--- config.mk ---
export PLATFORM = sky130hd
export DESIGN_NAME = ps2_scancode_decoder
export DESIGN_NICKNAME = d
export VERILOG_FILES = /design/src/rtl/ps2_scancode_decoder.sv
export SDC_FILE = /design/constraint.sdc
export NUM_CORES = 1
export LEC_CHECK = 0
export ABC_AREA = 1
export CAP_MARGIN = 20
export CORE_UTILIZATION = 50
export DETAILED_ROUTE_END_ITERATION = 10
export GPL_TIMING_DRIVEN = 0
export HOLD_SLACK_MARGIN = 0.12
export PLACE_DENSITY = 0.69
export SLEW_MARGIN = 20
export SYNTH_ARGS = -nofsm -noshare
export SYNTH_HDL_FRONTEND = slang
export SYNTH_SLANG_ARGS = --single-unit
export TNS_END_PERCENT = 10
--- constraint.sdc ---
create_clock -name CLOCK_50 -period 4.6 [get_ports CLOCK_50]
set_input_delay 0.69 -clock CLOCK_50 [delete_from_list [all_inputs] [get_ports CLOCK_50]]
set_output_delay 0.69 -clock CLOCK_50 [all_outputs]
set_load 0.1 [all_outputs]
--- src/rtl/ps2_scancode_decoder.sv ---
// ps2_scancode_decoder
//
// Turns the raw PS/2 Set-2 byte stream from PS2_Controller into single-cycle
// key press/release events. It strips the E0 (extended), F0 (break) and
// E1 (pause) prefixes and tracks the most recently pressed, still-held key.
//
// Ports:
//   CLOCK_50          system clock
//   reset             asynchronous, active-high reset
//   received_data     byte from PS2_Controller, valid when received_data_en=1
//   received_data_en  one-cycle byte strobe
//   key_event         one-cycle pulse, key_code/key_extended/key_released valid
//   key_code          decoded code with prefixes stripped, held until next event
//   key_extended      sequence carried E0 (or was Pause)
//   key_released      1 for break, 0 for make
//   held_code         code of the currently held key, 00 when none
//   held_extended     extended flag of the held key
//   held_valid        a pressed key has not been released yet
//   seq_error         one-cycle pulse on a malformed or timed-out sequence
//
// Build option:
//   REPEAT_FILTER_EN  when defined, a make that matches the held key
//                     (typematic repeat) is swallowed without an event.

module ps2_scancode_decoder #(
    parameter int unsigned TIMEOUT_CYCLES = 2500000,
    parameter int unsigned CNT_WIDTH      = 22
) (
    input  logic       CLOCK_50,
    input  logic       reset,
    input  logic [7:0] received_data,
    input  logic       received_data_en,
    output logic       key_event,
    output logic [7:0] key_code,
    output logic       key_extended,
    output logic       key_released,
    output logic [7:0] held_code,
    output logic       held_extended,
    output logic       held_valid,
    output logic       seq_error
);

    typedef enum logic [2:0] {
        StIdle,
        StExt,
        StBrk,
        StExtBrk,
        StPause
    } state_e;

    localparam logic [CNT_WIDTH-1:0] TimeoutLast = CNT_WIDTH'(TIMEOUT_CYCLES - 1);

    state_e               state;
    logic [2:0]           skip_cnt;
    logic [CNT_WIDTH-1:0] timeout_cnt;

    logic       is_prefix;
    logic       is_fake_shift;
    logic       is_discard;
    logic       is_repeat;
    logic       held_match;

    state_e     state_nxt;
    logic       do_make;
    logic       do_break;
    logic       do_error;
    logic       load_skip;
    logic [7:0] ev_code;
    logic       ev_ext;

    assign is_prefix     = (received_data == 8'hE0) || (received_data == 8'hE1) ||
                           (received_data == 8'hF0);
    // E0 12 / E0 59 are the fake-shift bytes some keyboards wrap around
    // extended keys; they carry no key information.
    assign is_fake_shift = (received_data == 8'h12) || (received_data == 8'h59);
    // Keyboard status / acknowledge bytes that can appear between sequences.
    assign is_discard    = (received_data == 8'h00) || (received_data == 8'hAA) ||
                           (received_data == 8'hEE) || (received_data == 8'hFA) ||
                           (received_data == 8'hFC) || (received_data == 8'hFD) ||
                           (received_data == 8'hFE) || (received_data == 8'hFF);

    assign held_match = (held_code == ev_code) && (held_extended == ev_ext);

`ifdef REPEAT_FILTER_EN
    assign is_repeat = held_valid && held_match;
`else
    assign is_repeat = 1'b0;
`endif

    // Decode of the current byte; all results are registered below.
    always_comb begin
        state_nxt = state;
        do_make   = 1'b0;
        do_break  = 1'b0;
        do_error  = 1'b0;
        load_skip = 1'b0;
        ev_code   = received_data;
        ev_ext    = 1'b0;
        if (received_data_en) begin
            case (state)
                StIdle: begin
                    if (received_data == 8'hE0) begin
                        state_nxt = StExt;
                    end else if (received_data == 8'hF0) begin
                        state_nxt = StBrk;
                    end else if (received_data == 8'hE1) begin
                        state_nxt = StPause;
                        load_skip = 1'b1;
                    end else if (!is_discard) begin
                        do_make = 1'b1;
                    end
                end
                StExt: begin
                    ev_ext = 1'b1;
                    if (received_data == 8'hF0) begin
                        state_nxt = StExtBrk;
                    end else if (received_data == 8'hE0) begin
                        state_nxt = StExt;
                    end else begin
                        state_nxt = StIdle;
                        do_make   = !is_fake_shift;
                    end
                end
                StBrk: begin
                    state_nxt = StIdle;
                    do_error  = is_prefix;
                    do_break  = !is_prefix;
                end
                StExtBrk: begin
                    state_nxt = StIdle;
                    ev_ext    = 1'b1;
                    do_error  = is_prefix;
                    do_break  = !is_prefix && !is_fake_shift;
                end
                StPause: begin
                    // Payload bytes are skipped blindly; the last one
                    // completes the Pause key as an extended make of E1.
                    if (skip_cnt <= 3'd1) begin
                        state_nxt = StIdle;
                        do_make   = 1'b1;
                        ev_code   = 8'hE1;
                        ev_ext    = 1'b1;
                    end
                end
                default: state_nxt = StIdle;
            endcase
        end else if ((state != StIdle) && (timeout_cnt == TimeoutLast)) begin
            state_nxt = StIdle;
            do_error  = 1'b1;
        end
    end

    always_ff @(posedge CLOCK_50 or posedge reset) begin
        if (reset) begin
            state         <= StIdle;
            skip_cnt      <= 3'd0;
            timeout_cnt   <= '0;
            key_event     <= 1'b0;
            key_code      <= 8'h00;
            key_extended  <= 1'b0;
            key_released  <= 1'b0;
            held_code     <= 8'h00;
            held_extended <= 1'b0;
            held_valid    <= 1'b0;
            seq_error     <= 1'b0;
        end else begin
            state     <= state_nxt;
            key_event <= 1'b0;
            seq_error <= do_error;

            if (load_skip) begin
                skip_cnt <= 3'd7;
            end else if (received_data_en && (state == StPause) && (skip_cnt != 3'd0)) begin
                skip_cnt <= skip_cnt - 3'd1;
            end

            if (received_data_en || (state == StIdle) || do_error) begin
                timeout_cnt <= '0;
            end else begin
                timeout_cnt <= timeout_cnt + 1'b1;
            end

            if ((do_make && !is_repeat) || do_break) begin
                key_event    <= 1'b1;
                key_code     <= ev_code;
                key_extended <= ev_ext;
                key_released <= do_break;
            end

            if (do_make && !is_repeat) begin
                held_code     <= ev_code;
                held_extended <= ev_ext;
                held_valid    <= 1'b1;
            end else if (do_break && held_match) begin
                held_code     <= 8'h00;
                held_extended <= 1'b0;
                held_valid    <= 1'b0;
            end
        end
    end

endmodule

==> results.cfg, run 1 <==
[status]
outcome = finished clean

[power]
ir_drop_uv = 545
leakagePower_uw = 0.00165
power_density_nw_per_um2 = 602

[finish]
nets = 447
diodes = 0
fillers = 526
layout_commonest_cell = nand2_1
final_cell_mix = nand2_1, dfrtp_1, nor2_1, inv_1, nand3_1
drive_gt1_frac = 0.0831
area_growth_pct = 18.2

[logic_synthesis]
syn_inst = 392
synth_edf_count = 0
ys.flop_type = dfrtp_1
synth.yosys.warnings = 0
ys_seq_area_frac = 0.432
async_flop_share = 1.00
synthesis.area_sq_um = 2900
synth_nets = 407
avgSynthCellArea_sq_um = 7.39
synth_cell_types = 31
ys_ff_latch = 50

[worst_setup_path]
crit_fanout = 4
start_kind = flip-flop
critPathTopFamily = buffers and inverters
rrSetupSlack_ns = 2.57
slowest_delay_ns = 1.16
r2r-start = timeout_cnt[0]
reg2reg_depth = 9
cp-end-kind = primary output
cp_num_buf_inv = 1
crit_path_top_delay_cell = clkdlybuf4s50_1
cp.arrival_ns = 1.89
crit_required_ns = 3.91
cp_cell_sequence = clkdlybuf4s50_1
r2r-end = timeout_cnt[11]
crit_type = reg -> out

[cts]
cts.sinks = 50
clk_pin_slew_ns = 0.10
root_buffer = clkbuf_8
htreeDepth = 2
cts_setup_buffers = 0
cts_max_path_buffers = 2
ctsResizeCount = 0
clock_latency_ns = 0.32
ctsHoldBuffers = 0
numCtsBuffers = 5
cts_tree = yes

[timing]
period_minus_slack_ns = 2.58
rsz0062_at_grt = no
fmax_ghz = 0.387
drv_slew = 0
hold_viol_final = 0
worst_slack_ns = 2.02
relSlewSlack = 0.335
fin_crit_sh = 0.562
fin_worst_skew_ns = 0.00636
setup_tns_ns = 0
tightest_slew_ns = 0.994
setup_viol_count_final = 0

[global_route]
antenna_found_initial = 0
grt_pass1_wl_um = 11400
grt_pass1_vias = 2493
grt_max_degree = 32
grt_overflow = 0
grtUsageTotal = 0.236

[floorplan]
fp.dieH_um = 78.1
std_cell_rows = 27
initial_core_util = 0.523
die_w_um = 78.1
core_sq_um = 5540
dieArea_sq_um = 6100
ios = 33

[run]
cap_violations = 0

[placed_design]
dp.final_hpwl_um = 4860
gp_congestion = 0.805
io_buffers = 32
dp_slack_ns = 1.83

[detailed_routing]
routed_wl_um = 6530
wire_per_inst_um = 12.9
detail-route-antenna-nets = 0
vias_per_cell = 5.15
vias = 2600
drtIter0Drc = 101
drt_pass1_iterations = 4
remaining_drc_errors = 0

[min_path]
hold_start = skip_cnt[2]
min_delay_path_depth = 2
min_to = skip_cnt[2]
hold_class = reg -> reg
-- report_power, final --
group / internal [uW] / total, uW / switching (uW)
Sequential: 537 / 613 / 76.6
Clock: 114 / 284 / 170
Combinational: 283 / 1170 / 883
-- flip-flops by register name (all words and copies together), names as in the netlist --
| signal | count |
|---|---|
| timeout_cnt | 22 |
| held_code | 8 |
| key_code | 8 |
| skip_cnt | 3 |
| state | 3 |
| held_extended | 1 |
| held_valid | 1 |
| key_event | 1 |
| key_extended | 1 |
| key_released | 1 |
| seq_error | 1 |
-- final cells by class --
cell class	count	area, sq um	area share
plain buffers	6	48.8	0.0142
clock buffers	5	68.8	0.0201
clock inverters	3	28.8	0.00840
inverters	47	176	0.0515
multi-input cells	289	1420	0.415
flip-flops and latches	50	1250	0.365
well taps	72	90.1	0.0263
repair buffers	33	340	0.0993
-- synth_stat cells, types with 2 or more instances --
cell / number / area share
a21oi_1: 4 / 0.0069
buf_2: 3 / 0.0052
buf_6: 3 / 0.012
dfrtp_1: 50 / 0.43
ha_1: 4 / 0.017
inv_1: 42 / 0.054
inv_2: 5 / 0.0065
nand2_1: 124 / 0.16
nand2_2: 3 / 0.0065
nand2_4: 2 / 0.0078
nand3_1: 37 / 0.064
nand3b_1: 8 / 0.021
nand4_1: 9 / 0.019
nor2_1: 48 / 0.062
nor2_2: 6 / 0.013
nor3_1: 11 / 0.019
nor3b_1: 2 / 0.0052
nor4_1: 5 / 0.011
o211ai_1: 2 / 0.0052
o21ai_0: 3 / 0.0052
xnor2_1: 3 / 0.0091
xor2_1: 9 / 0.027
-- cell families after synthesis --
family / count (synthesis) / share of synthesized area
buffers and inverters: 53 / 0.0777
AND/OR/NAND/NOR: 260 / 0.409
XOR/XNOR: 12 / 0.0363
adder cells (fa/ha/maj): 4 / 0.0173
AO/OA/AOI/OAI: 13 / 0.0281
flip-flops: 50 / 0.432
-- worst max-delay path by stage --
stage,startpoint,end,slack [ns],cells after the start
floorplan,reset,held_code[0],2.71,1
global placement,reset,skip_cnt[0],1.68,2
detailed placement,received_data[2],held_code[5],1.83,12
CTS,held_code[2],held_code[2],2.01,1
global route,held_code[2],held_code[2],1.97,1
finish,held_extended,held_extended,2.02,1
-- through the flow --
| stage | cell area, sq um | std cells | utilization | hold slack (ns) | total power (uW) |
|---|---|---|---|---|---|
| floorplan | 2900 | 392 | - | 0.452 | 1510 |
| global placement | 3310 | 496 | 0.597 | 0.461 | 1770 |
| detailed placement | 3330 | 497 | 0.601 | 0.465 | 1790 |
| CTS | 3430 | 505 | 0.618 | 0.494 | 2070 |
| global route | 3430 | 505 | 0.618 | 0.521 | 2170 |
| finish | 3430 | 505 | 0.618 | 0.490 | 2060 |
-- routing by layer --
metal  wire (um)  GRT usage  up-vias
met5           0          0        -
met2        3110      0.397       44
li1            -          -     1329
met4          85     0.0648        0
met1        3100      0.310     1219
met3         230     0.0453        8
Power figures use the tool's default switching activity.
==> run 2, diff against run 1 <==
--- a/config.mk
+++ b/config.mk
@@ -11,7 +11,7 @@
 export DETAILED_ROUTE_END_ITERATION = 10
 export GPL_TIMING_DRIVEN = 0
 export HOLD_SLACK_MARGIN = 0.12
-export PLACE_DENSITY = 0.69
+export PLACE_DENSITY = 0.72
 export SLEW_MARGIN = 20
 export SYNTH_ARGS = -nofsm -noshare
 export SYNTH_HDL_FRONTEND = slang
==> constraint.sdc (replaced) <==
create_clock -name CLOCK_50 -period 2.35 [get_ports CLOCK_50]
set_input_delay 0.3525 -clock CLOCK_50 [delete_from_list [all_inputs] [get_ports CLOCK_50]]
set_output_delay 0.3525 -clock CLOCK_50 [all_outputs]
set_load 0.1 [all_outputs]
==> run 2 against run 1 <==
  * Final cell count fell by 0.20%
  * Global-route usage decreased by 1.1 points
  * Critical path type unchanged
  * Cell area down 0.44%
  * Critical endpoint is now held_code[0]
  * Hold slack worse by 0.15 ns
  * Die area stayed put
==> results.cfg, run 2 (synthesis results as in run 1) <==
[status]
outcome = finished clean

[detailed_routing]
vias_per_cell = 5.11
drt_pass1_iterations = 4
detail-route-antenna-nets = 0
vias = 2574
remaining_drc_errors = 0
drtIter0Drc = 107
routed_wl_um = 6420
wire_per_inst_um = 12.7

[timing]
fin_worst_skew_ns = 0.00438
tightest_slew_ns = 0.978
fmax_ghz = 0.442
rsz0062_at_grt = no
relSlewSlack = 0.346
hold_viol_final = 0
drv_slew = 0
period_minus_slack_ns = 2.26
setup_viol_count_final = 0
fin_crit_sh = 0.962

[worst_setup_path]
cp_num_buf_inv = 1
cp.arrival_ns = 1.91
cp_cell_sequence = clkdlybuf4s50_1
crit_path_top_delay_cell = clkdlybuf4s50_1
critPathTopFamily = buffers and inverters
start_kind = flip-flop
crit_type = reg -> out
cp-startpoint = held_code[0]
cp-end-kind = primary output
r2r-start = timeout_cnt[0]
slowest_delay_ns = 1.16
crit_fanout = 4
crit_required_ns = 2.00

[cts]
cts_max_path_buffers = 2
clock_latency_ns = 0.31
ctsHoldBuffers = 0
ctsResizeCount = 0
cts.sinks = 50
clk_pin_slew_ns = 0.09
numCtsBuffers = 5
cts_setup_buffers = 0
htreeDepth = 2
root_buffer = clkbuf_8
cts_tree = yes

[global_route]
grt_pass1_wl_um = 10900
grt_overflow = 0
grtUsageTotal = 0.225
grt_max_degree = 34
antenna_found_initial = 0
grt_pass1_vias = 2400

[run]
cap_violations = 0

[finish]
layout_commonest_cell = nand2_1
diodes = 0
nets = 447
final_cell_mix = nand2_1, dfrtp_1, nor2_1, inv_1, nand3_1
post-route-util = 0.616
area_growth_pct = 17.7
reg.largest.list = timeout_cnt: 22 flops, held_code: 8 flops, key_code: 8 flops
drive_gt1_frac = 0.0810
fillers = 529
top_register = timeout_cnt
largest_register_ffs = 22
final_cell_count_no_fill = 504

[placed_design]
io_buffers = 32
dpl.cell_count = 497
gp_congestion = 0.833
dp.final_hpwl_um = 4800

[floorplan]
die_w_um = 78.1
std_cell_rows = 27
core_sq_um = 5540
ios = 33
fp.dieH_um = 78.1
initial_core_util = 0.523
dieArea_sq_um = 6100

[power]
leakagePower_uw = 0.00165
power_density_nw_per_um2 = 1170
ir_drop_uv = 1210

[min_path]
hold_class = in -> async
==> run 2: per-layer routing <==
layer  global-route usage  up-vias  wire length, um
met3               0.0349       13              179
met2                0.384       46             3050
met1                0.293     1189             3070
li1                     -     1326                -
met5                    0        -                0
met4               0.0722        0              130
==> run 2: through the flow <==
| stage | area [sq um] | worst slack [ns] | hold WS (ns) | TNS, ns | total power [uW] |
|---|---|---|---|---|---|
| after floorplan | 2900 | 0.578 | 0.452 | 0 | 2960 |
| after CTS | 3410 | 0.0924 | 0.354 | 0 | 3990 |
| final | 3410 | 0.0891 | 0.343 | 0 | 3980 |
| after global placement | 3310 | -0.169 | 0.455 | -8.53 | 3460 |
| after global routing | 3410 | 0.0700 | 0.368 | 0 | 4170 |
| after detailed placement | 3330 | -0.0889 | 0.470 | -0.773 | 3480 |
==> run 2: final timing paths <==
check / end / slack [ns] / cells past startpoint
hold / removal: key_code[1] / 0.34 / 2
setup / recovery: held_code[0] / 0.09 / 1
hold reg to reg: key_released / 0.49 / 2
min in group CLOCK_50: key_released / 0.49 / 2
setup reg to reg: timeout_cnt[10] / 0.32 / 9
max in group asynchronous: timeout_cnt[12] / 1.50 / 3
==> run 2: layout make-up <==
type | instances | area (sq um) | area share
Clock inverter | 2 | 13.8 | 0.00404
Tap cell | 72 | 90.1 | 0.0264
Buffer | 6 | 48.8 | 0.0143
Sequential cell | 50 | 1250 | 0.367
Timing Repair Buffer | 33 | 340 | 0.0998
Clock buffer | 5 | 68.8 | 0.0202
Multi-Input combinational cell | 289 | 1420 | 0.417
Inverter | 47 | 176 | 0.0517
==> run 2: worst reg2reg max path, delay by kind of cell (launching register included) <==
family / cells / cell delay, ns
buffers and inverters: 2 / 0.32
and+or+nand+nor: 6 / 0.98
DFF: 1 / 0.40
adders and majority gates: 1 / 0.21
==> run 2: report_power, final <==
part | switching (uW) | leakage [uW] | internal, uW
Combinational | 1720 | 0.000945 | 552
Sequential | 153 | 0.000657 | 1050
Clock | 295 | 0.0000444 | 206
